[src/rtl/otf_sd2tc_conv_if.sv]
// rtl/otf_sd2tc_conv_if.sv - digit-in / result-out handshake bundle for the on-the-fly converter
interface otf_sd2tc_conv_if #(
    parameter int RADIX = 2,
    parameter int WIDTH = 32
);
    localparam int L = $clog2(RADIX);
    localparam int D = L + 1;
    localparam int W = WIDTH * L + 1;

    logic         abort;
    logic         in_valid;
    logic         in_ready;
    logic [D-1:0] in_digit;
    logic         out_valid;
    logic         out_ready;
    logic [W-1:0] out_value;
    logic         digit_err;

    modport master (
        output abort, in_valid, in_digit, out_ready,
        input  in_ready, out_valid, out_value, digit_err
    );

    modport slave (
        input  abort, in_valid, in_digit, out_ready,
        output in_ready, out_valid, out_value, digit_err
    );
endinterface

[src/rtl/otf_sd2tc_conv.sv]
// rtl/otf_sd2tc_conv.sv - MSDF signed-digit to two's complement converter (Q/QM); optional OTF_DIGIT_CHECK_EN
module otf_sd2tc_conv #(
    parameter int RADIX = 2,
    parameter int WIDTH = 32
) (
    input  logic             clk,
    input  logic             rst_n,
    otf_sd2tc_conv_if.slave  bus
);
    localparam int L  = $clog2(RADIX);
    localparam int D  = L + 1;
    localparam int W  = WIDTH * L + 1;
    localparam int CW = $clog2(WIDTH) + 1;

    localparam logic [0:0] COLLECT = 1'b0;
    localparam logic [0:0] HOLD    = 1'b1;

    logic [0:0]    state;
    logic [CW-1:0] count;
    logic [W-1:0]  q;
    logic [W-1:0]  qm;
    logic [W-1:0]  q_next;
    logic [W-1:0]  qm_next;
    logic [W-1:0]  value;
    logic          valid_r;
    logic [D-1:0]  digit;
    logic [L-1:0]  slot_m1;
    logic          accept;
    logic          neg;
    logic          pos;
    logic          last;

    assign accept = !bus.abort && bus.in_valid && (state == COLLECT);
    assign last   = (count == CW'(WIDTH - 1));

`ifdef OTF_DIGIT_CHECK_EN
    logic bad;
    logic err_r;

    // -RADIX is the one code outside -A..+A; it is folded onto -A
    assign bad = (bus.in_digit == {1'b1, {L{1'b0}}});

    // Digit cleanup: replace the unrepresentable code by -A
    always_comb begin
        digit = bus.in_digit;
        if (bad) digit = bus.in_digit + D'(1);
    end

    // Sticky illegal-digit flag, only reset clears it
    always_ff @(posedge clk or negedge rst_n) begin
        if (!rst_n)             err_r <= 1'b0;
        else if (accept && bad) err_r <= 1'b1;
    end

    assign bus.digit_err = err_r;
`else
    assign digit         = bus.in_digit;
    assign bus.digit_err = 1'b0;
`endif

    // New slot values: Q takes d mod RADIX, QM takes (d-1) mod RADIX;
    // the sign of d only selects which register is shifted in.
    always_comb begin
        neg     = digit[D-1];
        pos     = !digit[D-1] && (|digit);
        slot_m1 = digit[L-1:0] - L'(1);
        q_next  = {(neg ? qm[W-L-1:0] : q[W-L-1:0]), digit[L-1:0]};
        qm_next = {(pos ? q[W-L-1:0] : qm[W-L-1:0]), slot_m1};
    end

    // Conversion registers, digit counter and result hold state
    always_ff @(posedge clk or negedge rst_n) begin
        if (!rst_n) begin
            state   <= COLLECT;
            count   <= '0;
            q       <= '0;
            qm      <= '1;
            value   <= '0;
            valid_r <= 1'b0;
        end else if (bus.abort) begin
            state   <= COLLECT;
            count   <= '0;
            q       <= '0;
            qm      <= '1;
            valid_r <= 1'b0;
        end else if (accept) begin
            if (last) begin
                value   <= q_next;
                valid_r <= 1'b1;
                state   <= HOLD;
                count   <= '0;
                q       <= '0;
                qm      <= '1;
            end else begin
                q     <= q_next;
                qm    <= qm_next;
                count <= count + CW'(1);
            end
        end else if (state == HOLD && valid_r && bus.out_ready) begin
            valid_r <= 1'b0;
            state   <= COLLECT;
        end
    end

    assign bus.in_ready  = (state == COLLECT);
    assign bus.out_valid = valid_r;
    assign bus.out_value = value;
endmodule

[src/flat_wrapper.sv]
// flat-port wrapper written by rule: the top's interface ports become plain ports
module otf_sd2tc_conv_flat 
#(
    parameter int RADIX = 2,
    parameter int WIDTH = 32
)
  (clk, rst_n, bus_abort, bus_in_valid, bus_in_digit, bus_out_ready, bus_in_ready, bus_out_valid, bus_out_value, bus_digit_err);
  otf_sd2tc_conv_if #(.RADIX(RADIX), .WIDTH(WIDTH)) bus_i ();
  input  logic clk;
  input  logic rst_n;
  input wire logic [$bits(bus_i.abort)-1:0] bus_abort;
  input wire logic [$bits(bus_i.in_valid)-1:0] bus_in_valid;
  input wire logic [$bits(bus_i.in_digit)-1:0] bus_in_digit;
  input wire logic [$bits(bus_i.out_ready)-1:0] bus_out_ready;
  output wire logic [$bits(bus_i.in_ready)-1:0] bus_in_ready;
  output wire logic [$bits(bus_i.out_valid)-1:0] bus_out_valid;
  output wire logic [$bits(bus_i.out_value)-1:0] bus_out_value;
  output wire logic [$bits(bus_i.digit_err)-1:0] bus_digit_err;
  assign bus_i.abort = bus_abort;
  assign bus_i.in_valid = bus_in_valid;
  assign bus_i.in_digit = bus_in_digit;
  assign bus_i.out_ready = bus_out_ready;
  assign bus_in_ready = bus_i.in_ready;
  assign bus_out_valid = bus_i.out_valid;
  assign bus_out_value = bus_i.out_value;
  assign bus_digit_err = bus_i.digit_err;
  otf_sd2tc_conv #(.RADIX(RADIX), .WIDTH(WIDTH)) u_core (.clk(clk), .rst_n(rst_n), .bus(bus_i));
endmodule
[config.mk]
export PLATFORM = sky130hd
export DESIGN_NAME = otf_sd2tc_conv_flat
export DESIGN_NICKNAME = d
export VERILOG_FILES = /design/src/rtl/otf_sd2tc_conv_if.sv /design/src/rtl/otf_sd2tc_conv.sv /design/src/flat_wrapper.sv
export SDC_FILE = /design/constraint.sdc
export NUM_CORES = 1
export LEC_CHECK = 0
export ABC_CLOCK_PERIOD_IN_PS = 2100
export CORE_UTILIZATION = 29
export DETAILED_ROUTE_END_ITERATION = 16
export PLACE_DENSITY = 0.48
export SLEW_MARGIN = 10
export SYNTH_ARGS = -nofsm -noshare
export SYNTH_HDL_FRONTEND = slang
export SYNTH_SLANG_ARGS = --single-unit
[constraint.sdc]
create_clock -name clk -period 2.1 [get_ports clk]
set_clock_uncertainty 0.1 [all_clocks]
set_input_delay 0.42 -clock clk [delete_from_list [all_inputs] [get_ports clk]]
set_output_delay 0.42 -clock clk [all_outputs]
set_load 0.01 [all_outputs]
==> impl_metrics.tcl <==
set metrics [dict create \
    hold_viol_final 0 \
    die_h_um 130.1 \
    synth_fp_nets 436 \
    p_clk_frac 0.354 \
    syn_inst 428 \
    synthSimpleGateAreaFrac 0.1012 \
    num_antenna_cells 0 \
    via_count 3226 \
    synth_compound_area_frac 0.1544 \
    fin_tns_setup_ns 0 \
    synth-adder-area-share 0.002630 \
    hold_depth 2 \
    cts_root_buf "clkbuf_16" \
    comb_power_share 0.134 \
    antenna_found_initial 0 \
    synth_top_family_by_area "compound AO/OA/AOI/OAI gates" \
    io_buffer_count 41 \
    htree_levels 3 \
    num_rows 46 \
    maxSlewViolCount 0 \
    dp_slack_ns 0.06538 \
    min-delay-start "u_core.q[31]" \
    die_x_um 130.1 \
    gr-usage-all-layers 0.1336 \
    synth_area_leaders "dfrtp_1 (38%), dfstp_2 (18%), mux2i_1 (13%), nor2_1 (5.4%), o31ai_1 (4.9%)" \
    fmax_mhz 529.8 \
    finalCritPeriodShare 0.8988 \
    first_iter_violations 185 \
    timing.reg2reg.setup_slack_ns 0.35 \
    grt_pass1_wl_mm 17.29 \
    setup_viol 0 \
    clockBufferDepth 2 \
    cp-end-kind "output port" \
    reg2reg_to "u_core.bus.out_value[13]" \
    multi_input_area_mm2 0.001909 \
    critPathBufInv 2 \
    vias_per_cell 4.689 \
    cellLeakagePower_nw 2.533 \
    critPathKind "reg2out" \
    synth-xor-area-share 0.001841 \
    coreArea_mm2 0.01594 \
    crit_path_cell_trace "inv_1, clkdlybuf4s50_1" \
    worstPathRequired_ns 1.58 \
    ioPinCount 43 \
    n_fill_cell 1582 \
    hold_class "reg2reg" \
    drc 0 \
    slowest_delay_ns 0.53 \
    post_drt_wl_per_cell_um 14.60 \
    cts_resized 0 \
    setup_ws_ns 0.2125 \
    grt_setup_unrepaired "false" \
    postRouteAntennaNets 0 \
    status "complete, no violations" \
    post-route-util 0.3639 \
    p_switching_mw 1.174 \
    yosysTopAreaCellShare 0.3786 \
    yosysSeqAreaShare 0.5554 \
    path_clk_slew_ns 0.06 \
    synth-edff-count 0 \
    crit_slowest_cell "clkdlybuf4s50_1" \
    critPathTopFamily "buffers and inverters" \
    power_mw 4.564 \
    reg2regPathDepth 7 \
    initial_core_util 0.2985 \
    grt_max_degree 61 \
    worstPathArrival_ns 1.37 \
    synth-main-ff-cell "dfrtp_1" \
    path_max_fanout 4 \
    area_growth_pct 21.93 \
    cts_buffers 9 \
    hold_end "u_core.q[31]" \
    vdd_drop_max_uv 329.4 \
    start_kind "register" \
    cts_tree "done" \
    clock_sinks 104 \
    power_density_mw_per_mm2 786.6 \
    syn_area_per_cell_um2 11.12 \
    yosysTopAreaCell "dfrtp_1" \
    timing.hold.ws_ns 0.3789 \
    syn_area_mm2 0.004758 \
    gp_congestion 0.7120 \
    swShare 0.2573 \
    hpwl_mm 6.357 \
    synth-async-reset-ratio 1.000 \
    period_needed_ns 1.888 \
    p_seq_frac 0.512 \
    drive_above_1_share 0.2097 \
    finish.net_count 475 \
    routed_wl_mm 10.04 \
    gr-total-overflow 0 \
    reg2reg_from "u_core.count[0]" \
    cap_viol_max_count 0 \
    yosys.cell_types.count 29 \
    yosys_warnings 0 \
    internal-power_mw 3.389 \
    grt_pass1_vias 3279 \
    muxShareOfSynthArea 0.1373 \
    seqCellArea_mm2 0.002643 \
    synth-seq-cells 104 \
    die_area_mm2 0.01692 \
    clkLatencyLatePin_ns 0.34 \
    first_pass_iters 4 \
]
-- per-layer routing --
layer,global-route usage,part of all wire,vias up
met1,0.1889,0.51,1578
met2,0.1981,0.44,46
met4,0.05198,0.016,0
met3,0.02993,0.033,14
li1,-,-,1588
met5,0,0,-
-- power groups by stage --
| stage | clock, mW | combinational, mW | sequential [mW] |
|---|---|---|---|
| global route | 1.77 | 0.682 | 2.36 |
| finish | 1.62 | 0.610 | 2.34 |
| CTS | 1.69 | 0.625 | 2.34 |
| global placement | 0 | 0.614 | 2.37 |
| floorplan | 0 | 0.371 | 2.36 |
| detailed placement | 0 | 0.622 | 2.37 |
-- state kept, by name, indices dropped and copies added (netlist names) --
signal	flops
u_core.bus.out_valid	1
u_core.bus.out_value	33
u_core.count	6
u_core.q	32
u_core.qm	32
-- cell usage after synthesis, drive strengths merged, types with 4 or more instances --
cell    number
o31ai       31
dfstp       32
a31oi       31
mux2i       63
a21oi       34
nor2        69
nor2b        4
buf         31
nand2       32
dfrtp       72
a22o         4
clkbuf       5
nand2b       4
-- cell usage in the layout (no fill, tap or decap), types with 2 or more instances in the layout --
master / netlist / routed
clkdlybuf4s50_1: 0 / 39
clkbuf_16: 0 / 9
nand2b_2: 1 / 3
dfrtp_1: 72 / 72
clkinv_2: 0 / 3
mux2_2: 2 / 2
dfstp_2: 32 / 32
clkbuf_8: 0 / 3
a31oi_1: 31 / 31
a21oi_1: 16 / 16
and3_1: 2 / 2
a22o_1: 4 / 4
a21oi_2: 18 / 18
buf_12: 0 / 9
nor2_1: 69 / 67
o21ai_0: 3 / 3
nand2_1: 32 / 32
o31ai_1: 31 / 31
mux2i_1: 63 / 63
nor2b_1: 4 / 4
buf_4: 5 / 14
-- final cells by class --
class,instances,area share
Sequential cell,104,0.4555
Multi-Input combinational cell,287,0.3291
Timing Repair Buffer,64,0.1190
Clock buffer,13,0.04658
Tap cell,216,0.04658
Clock inverter,3,0.002588
Inverter,1,0.0006470
-- cells by family after synthesis --
kind of cell,Yosys count
multiplexers,65
buffers and inverters,37
AO/OA/AOI/OAI,105
adder cells (fa/ha/maj),1
flip-flops,104
XOR/XNOR,1
AND/OR/NAND/NOR,114
other,1
-- how the worst max path moves through the flow --
stage | startpoint | to | cells past startpoint
finish | u_core.bus.out_valid | bus_in_ready | 2
CTS | u_core.bus.out_valid | bus_in_ready | 2
detailed placement | bus_abort | u_core.qm[10] | 6
global route | u_core.bus.out_valid | bus_in_ready | 2
floorplan | u_core.bus.out_valid | u_core.bus.out_value[0] | 4
global placement | bus_in_valid | u_core.bus.out_value[19] | 7
-- metrics by stage --
stage	area, um2	cells
2_1_floorplan	4758	428
6_report	5802	688
5_1_grt	5802	688
3_5_place_dp	5507	671
3_3_place_gp	5507	671
4_1_cts	5802	688
-- what timing repair did --
action,CTS,global route
hold buffers,1,0
endpoints found under the hold margin,34,0
buffers inserted,0,0
-- worst reg2reg max path: cells and delay by family (launching register included) --
family	cells	cell delay, ns
flip-flops	1	0.37
buffers and inverters	2	0.42
AO/OA/AOI/OAI	1	0.09
AND/OR/NAND/NOR	3	0.50
adder cells (fa/ha/maj)	1	0.21
(Power assumes the default switching activity.)
